<file path="src/rtl/poly_disp_scan.sv">
// poly_disp_scan: reader end of the packed polyphony display bus.
// A frame strobe snapshots the 16-slot bus. The block then walks the slots one
// per cycle and emits a valid/ready event for every slot whose note/on field
// differs from the value last delivered for that slot (or every slot when
// force_all was set).
//
// Event handshake: ev_valid rises together with ev_slot/ev_note/ev_on/ev_oor.
// All of these stay stable until a cycle where ev_valid && ev_ready is seen at
// a rising clk edge, which is the transfer. ev_ready while ev_valid is low has
// no effect. The consumer may hold ev_ready low for any number of cycles.
module poly_disp_scan #(
  parameter int SLOTS    = 16,
  parameter int SLOT_W   = 16,
  parameter int NOTE_OFS = 36
) (
  input  logic                      clk,
  input  logic                      reset_n,
  input  logic                      frame_stb,
  input  logic                      force_all,
  input  logic [SLOTS*SLOT_W-1:0]   pd_in,
  output logic                      ev_valid,
  input  logic                      ev_ready,
  output logic [$clog2(SLOTS)-1:0]  ev_slot,
  output logic [6:0]                ev_note,
  output logic                      ev_on,
  output logic                      ev_oor,
  output logic                      busy,
  output logic                      scan_done,
  output logic                      overrun,
  output logic [1:0]                dbg_state
);

  localparam int IDX_W = $clog2(SLOTS);
  localparam logic [IDX_W-1:0] LAST_IDX = IDX_W'(SLOTS - 1);
  localparam logic [6:0] NOTE_OFS7 = 7'(NOTE_OFS);

  typedef enum logic [1:0] {
    S_IDLE = 2'd0,
    S_SCAN = 2'd1,
    S_EMIT = 2'd2,
    S_DONE = 2'd3
  } state_t;

  state_t state_q, state_d;
  logic [IDX_W-1:0] idx_q, idx_d;
  // Only bits [9:0] of each slot matter; the reserved upper bits are never stored.
  logic [SLOTS-1:0][9:0] snap_q, snap_d;
  logic [SLOTS-1:0][9:0] prev_q, prev_d;
  logic force_q, force_d;

  logic ev_valid_q, ev_valid_d;
  logic [IDX_W-1:0] ev_slot_q, ev_slot_d;
  logic [6:0] ev_note_q, ev_note_d;
  logic ev_on_q, ev_on_d;
  logic ev_oor_q, ev_oor_d;
  logic busy_q, busy_d;
  logic scan_done_q, scan_done_d;
  logic overrun_q, overrun_d;

  logic [9:0] cur_slot;

  // Next-state, shadow updates and registered-output values.
  always_comb begin
    state_d     = state_q;
    idx_d       = idx_q;
    snap_d      = snap_q;
    prev_d      = prev_q;
    force_d     = force_q;
    ev_valid_d  = ev_valid_q;
    ev_slot_d   = ev_slot_q;
    ev_note_d   = ev_note_q;
    ev_on_d     = ev_on_q;
    ev_oor_d    = ev_oor_q;
    cur_slot    = snap_q[idx_q];
    // A strobe anywhere but IDLE is dropped and flagged on the next cycle.
    overrun_d   = frame_stb && (state_q != S_IDLE);

    case (state_q)
      S_IDLE: begin
        if (frame_stb) begin
          for (int k = 0; k < SLOTS; k++) begin
            snap_d[k] = pd_in[k*SLOT_W +: 10];
          end
          force_d = force_all;
          idx_d   = '0;
          state_d = S_SCAN;
        end
      end
      S_SCAN: begin
        if ((cur_slot != prev_q[idx_q]) || force_q) begin
          ev_slot_d  = idx_q;
          ev_note_d  = cur_slot[6:0] + NOTE_OFS7;
          ev_on_d    = cur_slot[9];
          ev_oor_d   = |cur_slot[8:7];
          ev_valid_d = 1'b1;
          state_d    = S_EMIT;
        end else if (idx_q == LAST_IDX) begin
          state_d = S_DONE;
        end else begin
          idx_d = idx_q + 1'b1;
        end
      end
      S_EMIT: begin
        // prev only follows delivered values, so an undelivered change is
        // found again on the next frame.
        if (ev_valid_q && ev_ready) begin
          prev_d[idx_q] = cur_slot;
          ev_valid_d    = 1'b0;
          if (idx_q == LAST_IDX) begin
            state_d = S_DONE;
          end else begin
            idx_d   = idx_q + 1'b1;
            state_d = S_SCAN;
          end
        end
      end
      S_DONE: begin
        state_d = S_IDLE;
      end
      default: begin
        state_d = S_IDLE;
      end
    endcase

    busy_d      = (state_d != S_IDLE);
    scan_done_d = (state_d == S_DONE);
  end

  // State, shadows and registered outputs; async reset clears everything.
  always_ff @(posedge clk or negedge reset_n) begin
    if (!reset_n) begin
      state_q     <= S_IDLE;
      idx_q       <= '0;
      snap_q      <= '0;
      prev_q      <= '0;
      force_q     <= 1'b0;
      ev_valid_q  <= 1'b0;
      ev_slot_q   <= '0;
      ev_note_q   <= '0;
      ev_on_q     <= 1'b0;
      ev_oor_q    <= 1'b0;
      busy_q      <= 1'b0;
      scan_done_q <= 1'b0;
      overrun_q   <= 1'b0;
    end else begin
      state_q     <= state_d;
      idx_q       <= idx_d;
      snap_q      <= snap_d;
      prev_q      <= prev_d;
      force_q     <= force_d;
      ev_valid_q  <= ev_valid_d;
      ev_slot_q   <= ev_slot_d;
      ev_note_q   <= ev_note_d;
      ev_on_q     <= ev_on_d;
      ev_oor_q    <= ev_oor_d;
      busy_q      <= busy_d;
      scan_done_q <= scan_done_d;
      overrun_q   <= overrun_d;
    end
  end

  assign ev_valid  = ev_valid_q;
  assign ev_slot   = ev_slot_q;
  assign ev_note   = ev_note_q;
  assign ev_on     = ev_on_q;
  assign ev_oor    = ev_oor_q;
  assign busy      = busy_q;
  assign scan_done = scan_done_q;
  assign overrun   = overrun_q;
  assign dbg_state = state_q;

endmodule

</file>
<file path="config.mk">
export PLATFORM = sky130hd
export DESIGN_NAME = poly_disp_scan
export DESIGN_NICKNAME = d
export VERILOG_FILES = /design/src/rtl/poly_disp_scan.sv
export SDC_FILE = /design/constraint.sdc
export NUM_CORES = 1
export LEC_CHECK = 0
export BUFFER_PORTS_ARGS = -buffer_cell sky130_fd_sc_hd__buf_4
export CAP_MARGIN = 20
export CORE_UTILIZATION = 30
export DETAILED_ROUTE_END_ITERATION = 10
export GPL_TIMING_DRIVEN = 1
export HOLD_SLACK_MARGIN = 0.03
export PLACE_DENSITY = 0.55
export SLEW_MARGIN = 0
export SYNTH_ARGS = -nofsm -noshare
export SYNTH_HDL_FRONTEND = slang
export SYNTH_SLANG_ARGS = --single-unit
</file>
<file path="constraint.sdc">
create_clock -name clk -period 3.8 [get_ports clk]
set_clock_uncertainty 0.2 [all_clocks]
set_input_delay 0.19 -clock clk [delete_from_list [all_inputs] [get_ports clk]]
set_output_delay 0.19 -clock clk [all_outputs]
set_load 0.005 [all_outputs]
</file>
==> impl_metrics.ini <==
[synth]
netlist-cell-type-count = 39
synth.net_count = 1260
postSynthRegisterBits = 344
yosysWarnings = 0
yosys.area.top_type = sky130_fd_sc_hd__dfrtp_1
synth-edff-count = 0
synth.avg_cell_area_um2 = 15.64
synth_largest_type_area_fraction_pct = 55.59
postSynth.topFlopCell = sky130_fd_sc_hd__dfrtp_1
synth_cells = 990
synth-seq-area-share_pct = 55.59
synth_async_sr_flop_share_pct = 100.0
ys_top_cells_by_area = sky130_fd_sc_hd__dfrtp_1 56%, sky130_fd_sc_hd__mux2_2 23%, sky130_fd_sc_hd__mux4_2 12%
syn-cell-area_um2 = 15480

[clock_tree]
clock_tree_from_tritoncts = yes
post_cts.resized_instances = 0
clock_latency_ps = 540
cts_max_level = 2
buffer_levels_on_the_longest_clock_path = 3
clock_tree.root_cell = sky130_fd_sc_hd__clkbuf_16
cts.reportedPaths.clkPinSlew_ps = 60
numCtsBuffers = 40
cts_num_sinks = 344

[die]
start_util_pct = 30.61
floorplan.die.height_um = 229.2
core_area_um2 = 50580
ioPinCount = 280
die_area_um2 = 52530
core.rowCount = 82
die_w_um = 229.2

[sta]
final-setup-viol-count = 0
setup_slack_ps = 349.7
final_critical_period_ps = 3450
rsz0062_at_grt = no
final.period_utilization_pct = 90.80
fin_tns_setup_ps = 0
report.final.slew_viol_count = 0
timing_worst_slew_pin_value_ps = 785.5
finalHoldWorstSlack_ps = 93.31
maxClockFrequency_ghz = 0.2898
slew-limit-headroom_pct = 47.63
final_count_of_hold_timing_violations = 0

[worst_hold_path]
classification_of_the_worst_slack_hold_path = in -> async

[layout]
finish.instance_area_um2 = 21020
layout.filler_cells = 4640
area_growth_syn_to_layout_pct = 35.74
drive_above_1_share_pct = 51.14
layout.nets = 1648
commonest_non_fill_non_tap_cells_in_the_layout = 342 x sky130_fd_sc_hd__dfrtp_1, 323 x sky130_fd_sc_hd__mux2_2, 231 x sky130_fd_sc_hd__buf_4
layout.cells.most_common = sky130_fd_sc_hd__dfrtp_1

[power_and_ir_drop]
total_power_uw = 15290
leakage_uw = 0.009379
power.density_cell_area_nw_per_um2 = 727.4
vdd.ir_drop.worst_v = 0.0004186

[placed_design]
dpl.hpwl_um = 26460
dpl-instance-area_um2 = 18060
detailedPlace.worstSlack_ps = 284.9
place_congestion = 0.7638
place.port_buffers = 183

[global_routing]
total_track_usage_pct = 15.51
grt_pass1_vias = 10980
globalRoute.totalOverflow = 0
initial_antenna_violation_count = 3
pin_count_of_the_biggest_net_entering_global_routing = 94
first_pass_grt_wire_length_um = 63920

[drt]
routed_wl_um = 39350
top_layer = met4
wire_per_inst_um = 18.91
route.detailed.drc = 0
routed-wl-met3_um = 1867
vias_per_cell = 4.734
dr_total_vias = 9851
drt-initial-drc-count = 381
dr_wl_met2_um = 19040
met1_length_um = 17790
drtPass1Iterations = 7
drt.antenna.violating_nets = 0

[setup_path]
worstSetupStartpoint = idx_q[0]
critical-path-slowest-cell = sky130_fd_sc_hd__mux4_2
timing.rr.end = ev_note[0]
critical_path.endpoint = ev_note[0]
critPathMaxFanout = 23
regToRegStartpoint = idx_q[0]
worstPathCellList = buf_12, mux4_2, a22oi_1, nand2_1, xor2_1, nor4_4, a31o_2, buf_12, mux2_2
cp_common_cell = sky130_fd_sc_hd__buf_12
reg2reg_slack_ps = 350
timing.setup.critical_path_class = reg -> reg
timing.critical_path.buf_inv = 2
start_kind = flip-flop
timing.critical_path.arrival_ps = 3680
crit_path_end_kind = flip-flop
cpLargestDelayFamily = multiplexers
required_ps = 4030
critPathMaxStageDelay_ps = 570
crit_cells = 9
worstRegToRegCells = 9

[outcome]
run_status = complete, no violations

[run]
timing.max_cap.violations = 0
## layer usage
metal,GRT usage [%],up-vias
met3,3.698,48
met5,0,-
met2,25.50,189
met4,3.333,0
li1,-,4469
met1,20.75,5145
## kinds of logic after synthesis
logic type      synth area share (%)
flops                          55.59
compound gates                 2.949
mux                            35.63
buf+inv                        1.939
xor+xnor                      0.7353
fa+ha+maj                     0.7272
simple gates                   2.424
## sequential cells by signal, indices dropped and copies added (netlist names)
register,flops
idx_q,4
ev_note,7
ev_slot,4
dbg_state,2
ev_valid,1
force_q,1
ev_on,1
busy,1
prev_q,160
ev_oor,1
scan_done,1
overrun,1
snap_q,160
## final cells by class
type                            instances  area (um2)  share of cell area, %
Timing Repair Buffer                  408        3631                  17.27
Inverter                                8       30.03                 0.1429
Antenna cell                            3       7.507                0.03572
Tap cell                              672       840.8                  4.000
Sequential cell                       344        8616                  40.99
Clock buffer                           60        1197                  5.697
Clock inverter                         10       107.6                 0.5119
Multi-Input combinational cell        576        6589                  31.35
## worst register-to-register path, delay by kind of cell (launching register included)
family | cells | cell delay (ps)
flops | 1 | 460
mux | 2 | 930
simple gates | 2 | 580
compound gates | 2 | 560
xor+xnor | 1 | 230
buf+inv | 2 | 390
## Yosys cell counts (3+ instances only)
library cell                 n
sky130_fd_sc_hd__nor2b_1     5
sky130_fd_sc_hd__nand2_1    39
sky130_fd_sc_hd__nand3_1     5
sky130_fd_sc_hd__dfrtp_1   344
sky130_fd_sc_hd__buf_1      11
sky130_fd_sc_hd__mux4_2     82
sky130_fd_sc_hd__nor2_1     17
sky130_fd_sc_hd__inv_1       8
sky130_fd_sc_hd__xor2_1     11
sky130_fd_sc_hd__ha_1        9
sky130_fd_sc_hd__mux2_2    323
sky130_fd_sc_hd__o21ai_0    10
sky130_fd_sc_hd__nor3_1      5
sky130_fd_sc_hd__buf_4       3
sky130_fd_sc_hd__clkbuf_1   37
sky130_fd_sc_hd__a21oi_1     5
sky130_fd_sc_hd__buf_2       9
sky130_fd_sc_hd__a22oi_1    36
sky130_fd_sc_hd__mux2_1      3
sky130_fd_sc_hd__nand4_1     3
## per-stage QoR
stage / std cells / utilization, %
2_1_floorplan: 990 / -
3_3_place_gp: 1844 / 35.71
3_5_place_dp: 1844 / 35.71
4_1_cts: 2078 / 41.54
5_1_grt: 2081 / 41.55
6_report: 2081 / 41.55
## how the worst min path moves through the flow
stage                     cells after the start         end  slack (ps)
after detailed placement                      1  ev_note[6]          90
after floorplan                               0        busy        -310
after CTS                                     2  ev_note[5]         110
after global placement                        1      ev_oor          80
final                                         2  ev_note[6]          90
after global routing                          2  ev_note[6]         160
## power by group
| part | switching (uW) | total, uW | internal, uW |
|---|---|---|---|
| clock | 1510 | 3810 | 2310 |
| sequential | 657 | 5600 | 4940 |
| combinational | 2780 | 5880 | 3100 |
## repair_timing
| action | in CTS | in global routing |
|---|---|---|
| hold endpoints to repair | 253 | 0 |
| setup buffers | 0 | 0 |
| hold buffers | 164 | 0 |
(Power assumes the default switching activity.)
